### config.mk
export PLATFORM = sky130hd
export DESIGN_NAME = reg_select_decoder
export DESIGN_NICKNAME = d
export VERILOG_FILES = /design/src/rtl/reg_select_pkg.sv /design/src/rtl/reg_sel_onehot.sv /design/src/rtl/reg_select_decoder.sv
export SDC_FILE = /design/constraint.sdc
export NUM_CORES = 1
export LEC_CHECK = 0
export ABC_AREA = 1
export BUFFER_PORTS_ARGS = -buffer_cell sky130_fd_sc_hd__buf_2
export CAP_MARGIN = 30
export CORE_MARGIN = 2
export CORE_UTILIZATION = 38
export CTS_CLUSTER_SIZE = 25
export DETAILED_ROUTE_END_ITERATION = 12
export SKIP_CTS_REPAIR_TIMING = 1
export SKIP_LAST_GASP = 1
export SLEW_MARGIN = 40
export SYNTH_ARGS = -nofsm -noshare
export SYNTH_HDL_FRONTEND = slang
export SYNTH_SLANG_ARGS = --single-unit
### constraint.sdc
create_clock -name clk -period 1.2 [get_ports clk]
set_input_delay 0.06 -clock clk [delete_from_list [all_inputs] [get_ports clk]]
set_output_delay 0.06 -clock clk [all_outputs]
set_load 0.05 [all_outputs]
### src/rtl/reg_select_pkg.sv
// Shared types and constants for the register-select decoder: FSM states,
// the default register map and the code validity check.
package reg_select_pkg;

    typedef enum logic [1:0] {
        IDLE  = 2'd0,
        ARMED = 2'd1,
        DRIVE = 2'd2
    } state_t;

    // Codes 2 and 3 are unmapped in the default register file.
    localparam logic [11:0] DEFAULT_VALID_MASK = 12'hFF9;

    localparam logic [3:0] SEL_SP  = 4'd1;
    localparam logic [3:0] SEL_MAR = 4'd4;
    localparam logic [3:0] SEL_MDR = 4'd5;
    localparam logic [3:0] SEL_PR1 = 4'd6;
    localparam logic [3:0] SEL_PR2 = 4'd7;
    localparam logic [3:0] SEL_PR3 = 4'd8;
    localparam logic [3:0] SEL_COL = 4'd9;
    localparam logic [3:0] SEL_ROW = 4'd10;
    localparam logic [3:0] SEL_R1  = 4'd11;
    localparam logic [3:0] SEL_R2  = 4'd12;

    // Valid iff 1 <= code <= n_out and the matching mask bit is set.
    function automatic logic code_valid(input int unsigned code,
                                        input int unsigned n_out,
                                        input logic [63:0] mask);
        logic v;
        v = 1'b0;
        for (int unsigned i = 0; i < 64; i++) begin
            if (mask[i] && (i < n_out) && (code == i + 1)) begin
                v = 1'b1;
            end
        end
        return v;
    endfunction

endpackage

### src/rtl/reg_sel_onehot.sv
// Combinational select-code to one-hot decoder with a validity flag;
// unmapped codes and code 0 decode to all-zero.
module reg_sel_onehot
    import reg_select_pkg::*;
#(
    parameter int               SEL_W      = 4,
    parameter int               N_OUT      = 12,
    parameter logic [N_OUT-1:0] VALID_MASK = N_OUT'(DEFAULT_VALID_MASK)
) (
    input  logic [SEL_W-1:0] code,
    output logic [N_OUT-1:0] onehot,
    output logic             valid
);

    localparam int NW    = $clog2(N_OUT + 1);
    localparam int CMP_W = (SEL_W > NW) ? SEL_W : NW;

    logic [CMP_W-1:0] code_ext;
    assign code_ext = CMP_W'(code);

    genvar gi;
    generate
        for (gi = 0; gi < N_OUT; gi++) begin : g_bit
            assign onehot[gi] = VALID_MASK[gi] && (code_ext == CMP_W'(gi + 1));
        end
    endgenerate

    assign valid = code_valid(32'(code), N_OUT, 64'(VALID_MASK));

endmodule

### src/rtl/reg_select_decoder.sv
// Registered bus-destination decoder: latches a select code, then drives a
// one-hot register load enable for HOLD cycles (or until clr when STICKY).
module reg_select_decoder
    import reg_select_pkg::*;
#(
    parameter int               SEL_W      = 4,
    parameter int               N_OUT      = 12,
    parameter logic [N_OUT-1:0] VALID_MASK = N_OUT'(DEFAULT_VALID_MASK),
    parameter int               HOLD       = 1,
    parameter int               STICKY     = 0
) (
    input  logic             clk,
    input  logic             rst,
    input  logic [SEL_W-1:0] sel,
    input  logic             en_op,
    input  logic             en_out,
    input  logic             clr,
    output logic [N_OUT-1:0] out,
    output logic             busy,
    output logic             err
);

    localparam int               CNT_W    = $clog2(HOLD + 1);
    localparam logic [CNT_W-1:0] HOLD_CNT = CNT_W'(HOLD);

    state_t             state_reg, state_next;
    logic [SEL_W-1:0]   code_reg, code_next;
    logic [CNT_W-1:0]   cnt_reg, cnt_next;
    logic [N_OUT-1:0]   out_reg, out_next;
    logic               err_reg, err_next;

    logic [N_OUT-1:0]   sel_onehot, lat_onehot;
    logic               sel_valid, lat_valid;

    reg_sel_onehot #(.SEL_W(SEL_W), .N_OUT(N_OUT), .VALID_MASK(VALID_MASK)) u_dec_sel (
        .code   (sel),
        .onehot (sel_onehot),
        .valid  (sel_valid)
    );

    reg_sel_onehot #(.SEL_W(SEL_W), .N_OUT(N_OUT), .VALID_MASK(VALID_MASK)) u_dec_lat (
        .code   (code_reg),
        .onehot (lat_onehot),
        .valid  (lat_valid)
    );

    always_comb begin
        state_next = state_reg;
        code_next  = code_reg;
        cnt_next   = cnt_reg;
        out_next   = out_reg;
        err_next   = 1'b0;

        if (clr) begin
            state_next = IDLE;
            code_next  = '0;
            cnt_next   = '0;
            out_next   = '0;
        end else begin
            case (state_reg)
                IDLE, ARMED: begin
                    if (en_op && en_out) begin
                        // Same-cycle pair bypasses the latch straight to the output.
                        if (sel_valid) begin
                            state_next = DRIVE;
                            code_next  = sel;
                            cnt_next   = HOLD_CNT;
                            out_next   = sel_onehot;
                        end else begin
                            err_next = 1'b1;
                        end
                    end else if (en_op) begin
                        if (sel_valid) begin
                            state_next = ARMED;
                            code_next  = sel;
                        end else begin
                            err_next = 1'b1;
                        end
                    end else if (en_out) begin
                        if (state_reg == ARMED && lat_valid) begin
                            state_next = DRIVE;
                            cnt_next   = HOLD_CNT;
                            out_next   = lat_onehot;
                        end else begin
                            err_next = 1'b1;
                        end
                    end
                end
                DRIVE: begin
                    if (en_op || en_out) begin
                        err_next = 1'b1;
                    end
                    if (STICKY == 0) begin
                        if (cnt_reg <= CNT_W'(1)) begin
                            state_next = IDLE;
                            cnt_next   = '0;
                            out_next   = '0;
                        end else begin
                            cnt_next = cnt_reg - CNT_W'(1);
                        end
                    end
                end
                default: begin
                    state_next = IDLE;
                    out_next   = '0;
                    cnt_next   = '0;
                end
            endcase
        end
    end

    always_ff @(posedge clk or posedge rst) begin
        if (rst) begin
            state_reg <= IDLE;
            code_reg  <= '0;
            cnt_reg   <= '0;
            out_reg   <= '0;
            err_reg   <= 1'b0;
        end else begin
            state_reg <= state_next;
            code_reg  <= code_next;
            cnt_reg   <= cnt_next;
            out_reg   <= out_next;
            err_reg   <= err_next;
        end
    end

    assign out  = out_reg;
    assign busy = (state_reg != IDLE);
    assign err  = err_reg;

endmodule

==> impl.org <==
** Outcome
- The run finished, with violations left.
- The final reports fail on setup timing.

** Layout
- Cells fill 53.63% of the core in the end.
- The area growth from synthesis to layout is 34.01%.
- Nets@finish :: 213
- Counting the fill cells in the layout gives 261.
- Final design instance area without fill :: 1479 um^2
- Summing all multi-input logic gate instances after layout gives 605.6 um^2.
- Leading cell types in the layout, fill and taps excluded :: 45 x sky130_fd_sc_hd__nand2_1, 23 x sky130_fd_sc_hd__nand3_1, 19 x sky130_fd_sc_hd__buf_2
- Number of flip-flops under the largest register name :: 10
- Cells with a size suffix above 1 make up 32.02% of the layout.
- Diode insertion count for antenna repair :: 0
- The library cell used most frequently in the layout, excluding fill and tap cells, is sky130_fd_sc_hd__nand2_1.
- In the final layout, flip-flops and latches occupy 425.4 um^2.

** Drt
- The count of nets left with antenna violations once routing finished came out at 0.
- Routed vias :: 1225
- Detailed route wirelength on metal3 :: 170 um
- The detailed router put a total of 1364 um of wire on met1.
- Wire length on met2 :: 1395 um
- Starting DRC count in detailed routing :: 35
- DRC :: 0
- Number of detailed-routing iterations run before antenna repair :: 4
- Uppermost routed layer :: met4
- Dividing the detail-routed via count by the number of cells gives 5.235.
- After detailed routing, the average wire length per cell comes to 12.73 um.
- The final layout contains routed wiring with a total length of 2979 um.

** GRT
- Entering global routing, the biggest net connects 18 pins.
- The first global-routing pass estimated 4457 um of wire.
- Number of global-route vias before repair :: 1016
- GRT Resource Usage Total :: 17.29%
- Overflow after GRT :: 0
- Number of antenna violations at the first check in global routing :: 0

** Yosys
- Unique masters post-synth :: 17
- Post-Synthesis Mean Instance Area :: 6.729 um^2
- Yosys printed 0 warnings.
- For this run, the register share of the synthesized area comes to 38.55%.
- Cells after Synth :: 164
- The mapped netlist covers 1104 um^2.
- Flop and latch count out of synthesis :: 17

** Placement
- The count of buffers added on input and output ports is 20.
- In this run the cell area measured after placement is 1272 um^2.
- Half-perimeter wire length of the detailed placement result :: 2089 um
- Routability Congestion :: 0.9424

** STA
- Subtracting the final worst setup slack from the clock period gives 1.241 ns.
- Setup repair after global routing missed its margin :: yes
- Static timing analysis puts the maximum clock frequency at 0.8057 GHz.
- Hold Fails Final Rpt :: 0
- Setup ws final :: -0.04116 ns
- The max-slew violation total from the final report was 0.
- On the final layout, the worst clock skew is 0.01402 ns.
- In the finished design, the share of the clock period the worst path needs comes to 103.4%.
- Number of setup violations in the final report :: 11

** Power and ir drop
- Combinational logic is responsible for 31.1% of the overall power.
- Sw Ratio :: 35.59%
- Relative contribution of sequential cells to total power :: 45.7%
- Proportion of power drawn by the clock network :: 23.2%
- Total power divided by cell area :: 916.3 nW/um^2
- Cell-internal power :: 872.9 uW
- The worst-case IR drop observed on VDD is 0.0005648 V.
- The design draws 1.355 mW.
- Leakage power :: 0.8240 nW
- Net switching power of the design :: 482.3 uW

** Worst setup path
- Start-to-end type of the worst setup path :: flip-flop to flip-flop
- CP required :: 1.39 ns
- Worst Reg-to-Reg Cells :: 8
- STA classifies the critical path startpoint as a flip-flop.
- Worst Setup End Kind :: flip-flop
- The endpoint identified for the worst register-to-register timing path is out[10]$_DFFE_PP0P_.
- Beginning of the worst register-to-register path :: code_reg[0]$_DFFE_PP0P_
- Along the worst path, the maximum fanout reaches 5.
- Data arrives at the worst endpoint at 1.43 ns.
- Tracing the worst setup path back leads to its startpoint at code_reg[0]$_DFFE_PP0P_.
- Flop-to-flop setup slack :: -0.04 ns

** Clock network
- The tree is rooted in a sky130_fd_sc_hd__clkbuf_4.
- Latest clock arrival within the worst-skew pair :: 0.30 ns
- CTS tree :: yes
- Buffers inserted during clock tree synthesis total 3.
- CTS saw 17 sinks.
- H-tree lvl count :: 1
- Clock-pin slew reported for the worst setup and hold paths after clock tree synthesis :: 0.09 ns
- The longest clock path from root to sink contains 2 buffers.

** Floorplan
- Full die area :: 3351 um^2
- DIE WIDTH :: 57.89 um
- Die Span Y :: 57.89 um
- Effective utilization at floorplan :: 40.02%
- The total area inside the core boundary comes to 2758 um^2.
- Top Ports :: 23
- The initialized floorplan defines 19 standard-cell rows.

** Hold path
- The worst hold path begins at sel[1].
- The tightest min-delay check is of the input pin to flip-flop type.
- Cell depth of the worst hold path :: 3
- The path with the worst hold slack has its endpoint at code_reg[1]$_DFFE_PP0P_.

** Run
- Max Cap Viol :: 0
[stage by stage]
| stage | setup TNS (ns) | instances | hold WS (ns) | setup WS (ns) |
|---|---|---|---|---|
| floorplan | 0 | 165 | -0.01393 | 0.04800 |
| global placement | -0.4265 | 219 | 0.07727 | -0.06253 |
| detailed placement | -0.6567 | 219 | 0.08460 | -0.08318 |
| CTS | -0.8961 | 223 | -0.2475 | -0.09773 |
| global route | -1.308 | 234 | 0.01853 | -0.1188 |
| finish | -0.2663 | 234 | 0.01622 | -0.04116 |
[cell type report]
cell class | instances | share of cell area, %
Multi-Input combinational cell | 119 | 40.95
Sequential cell | 17 | 28.76
Timing Repair Buffer | 41 | 20.14
Inverter | 22 | 5.668
Tap cell | 31 | 2.623
Clock buffer | 3 | 1.523
Clock inverter | 1 | 0.3384
[metal layers]
layer,global-route usage (%),vias to the layer above
met1,24.36,569
met5,0,-
met4,6.977,0
met3,2.232,5
li1,-,607
met2,26.95,44
[synth_stat cells (all sizes together)]
cell / number / area share, %
a21oi: 12 / 5.4
dfrtp: 17 / 39
nand4: 12 / 6.8
conb: 1 / 0.34
inv: 21 / 7.1
buf: 8 / 5.1
nor2: 15 / 5.3
nand2: 51 / 18
clkinv: 1 / 0.45
nand3: 25 / 12
and2: 1 / 0.57
[power groups by stage]
stage / Combinational (mW) / Clock [mW] / Sequential, mW
2_1_floorplan: 0.199 / 0 / 0.665
3_3_place_gp: 0.334 / 0 / 0.627
3_5_place_dp: 0.334 / 0 / 0.628
4_1_cts: 0.335 / 0.323 / 0.616
5_1_grt: 0.456 / 0.356 / 0.623
6_report: 0.421 / 0.315 / 0.619
[cells by family after synthesis]
logic type	after synthesis	synth area share, %
simple gates	104	42.97
buf+inv	30	12.70
compound gates	12	5.442
flops	17	38.55
other cells	1	0.3398
[critical path, stage by stage (launching register included)]
cell and delay [ns]:
sky130_fd_sc_hd__dfrtp_1 0.43, sky130_fd_sc_hd__inv_1 0.08, sky130_fd_sc_hd__nand2_2 0.06, sky130_fd_sc_hd__nand2_2 0.07, sky130_fd_sc_hd__nand4_1 0.10, sky130_fd_sc_hd__buf_6 0.15, sky130_fd_sc_hd__buf_6 0.13, sky130_fd_sc_hd__nand4_1 0.06
sky130_fd_sc_hd__nand2_1 0.05
[how the worst max path moves through the flow]
stage	endpoint	slack, ns	depth (start not counted)
after floorplan	out[0]$_DFFE_PP0P_	0.05	7
after CTS	state_reg[1]$_DFFE_PP0P_	-0.1	5
final	out[10]$_DFFE_PP0P_	-0.04	8
after detailed placement	state_reg[1]$_DFFE_PP0P_	-0.08	5
after global placement	state_reg[1]$_DFFE_PP0P_	-0.06	5
after global routing	out[3]$_DFFE_PP0P_	-0.12	8
(Power assumes the default switching activity.)
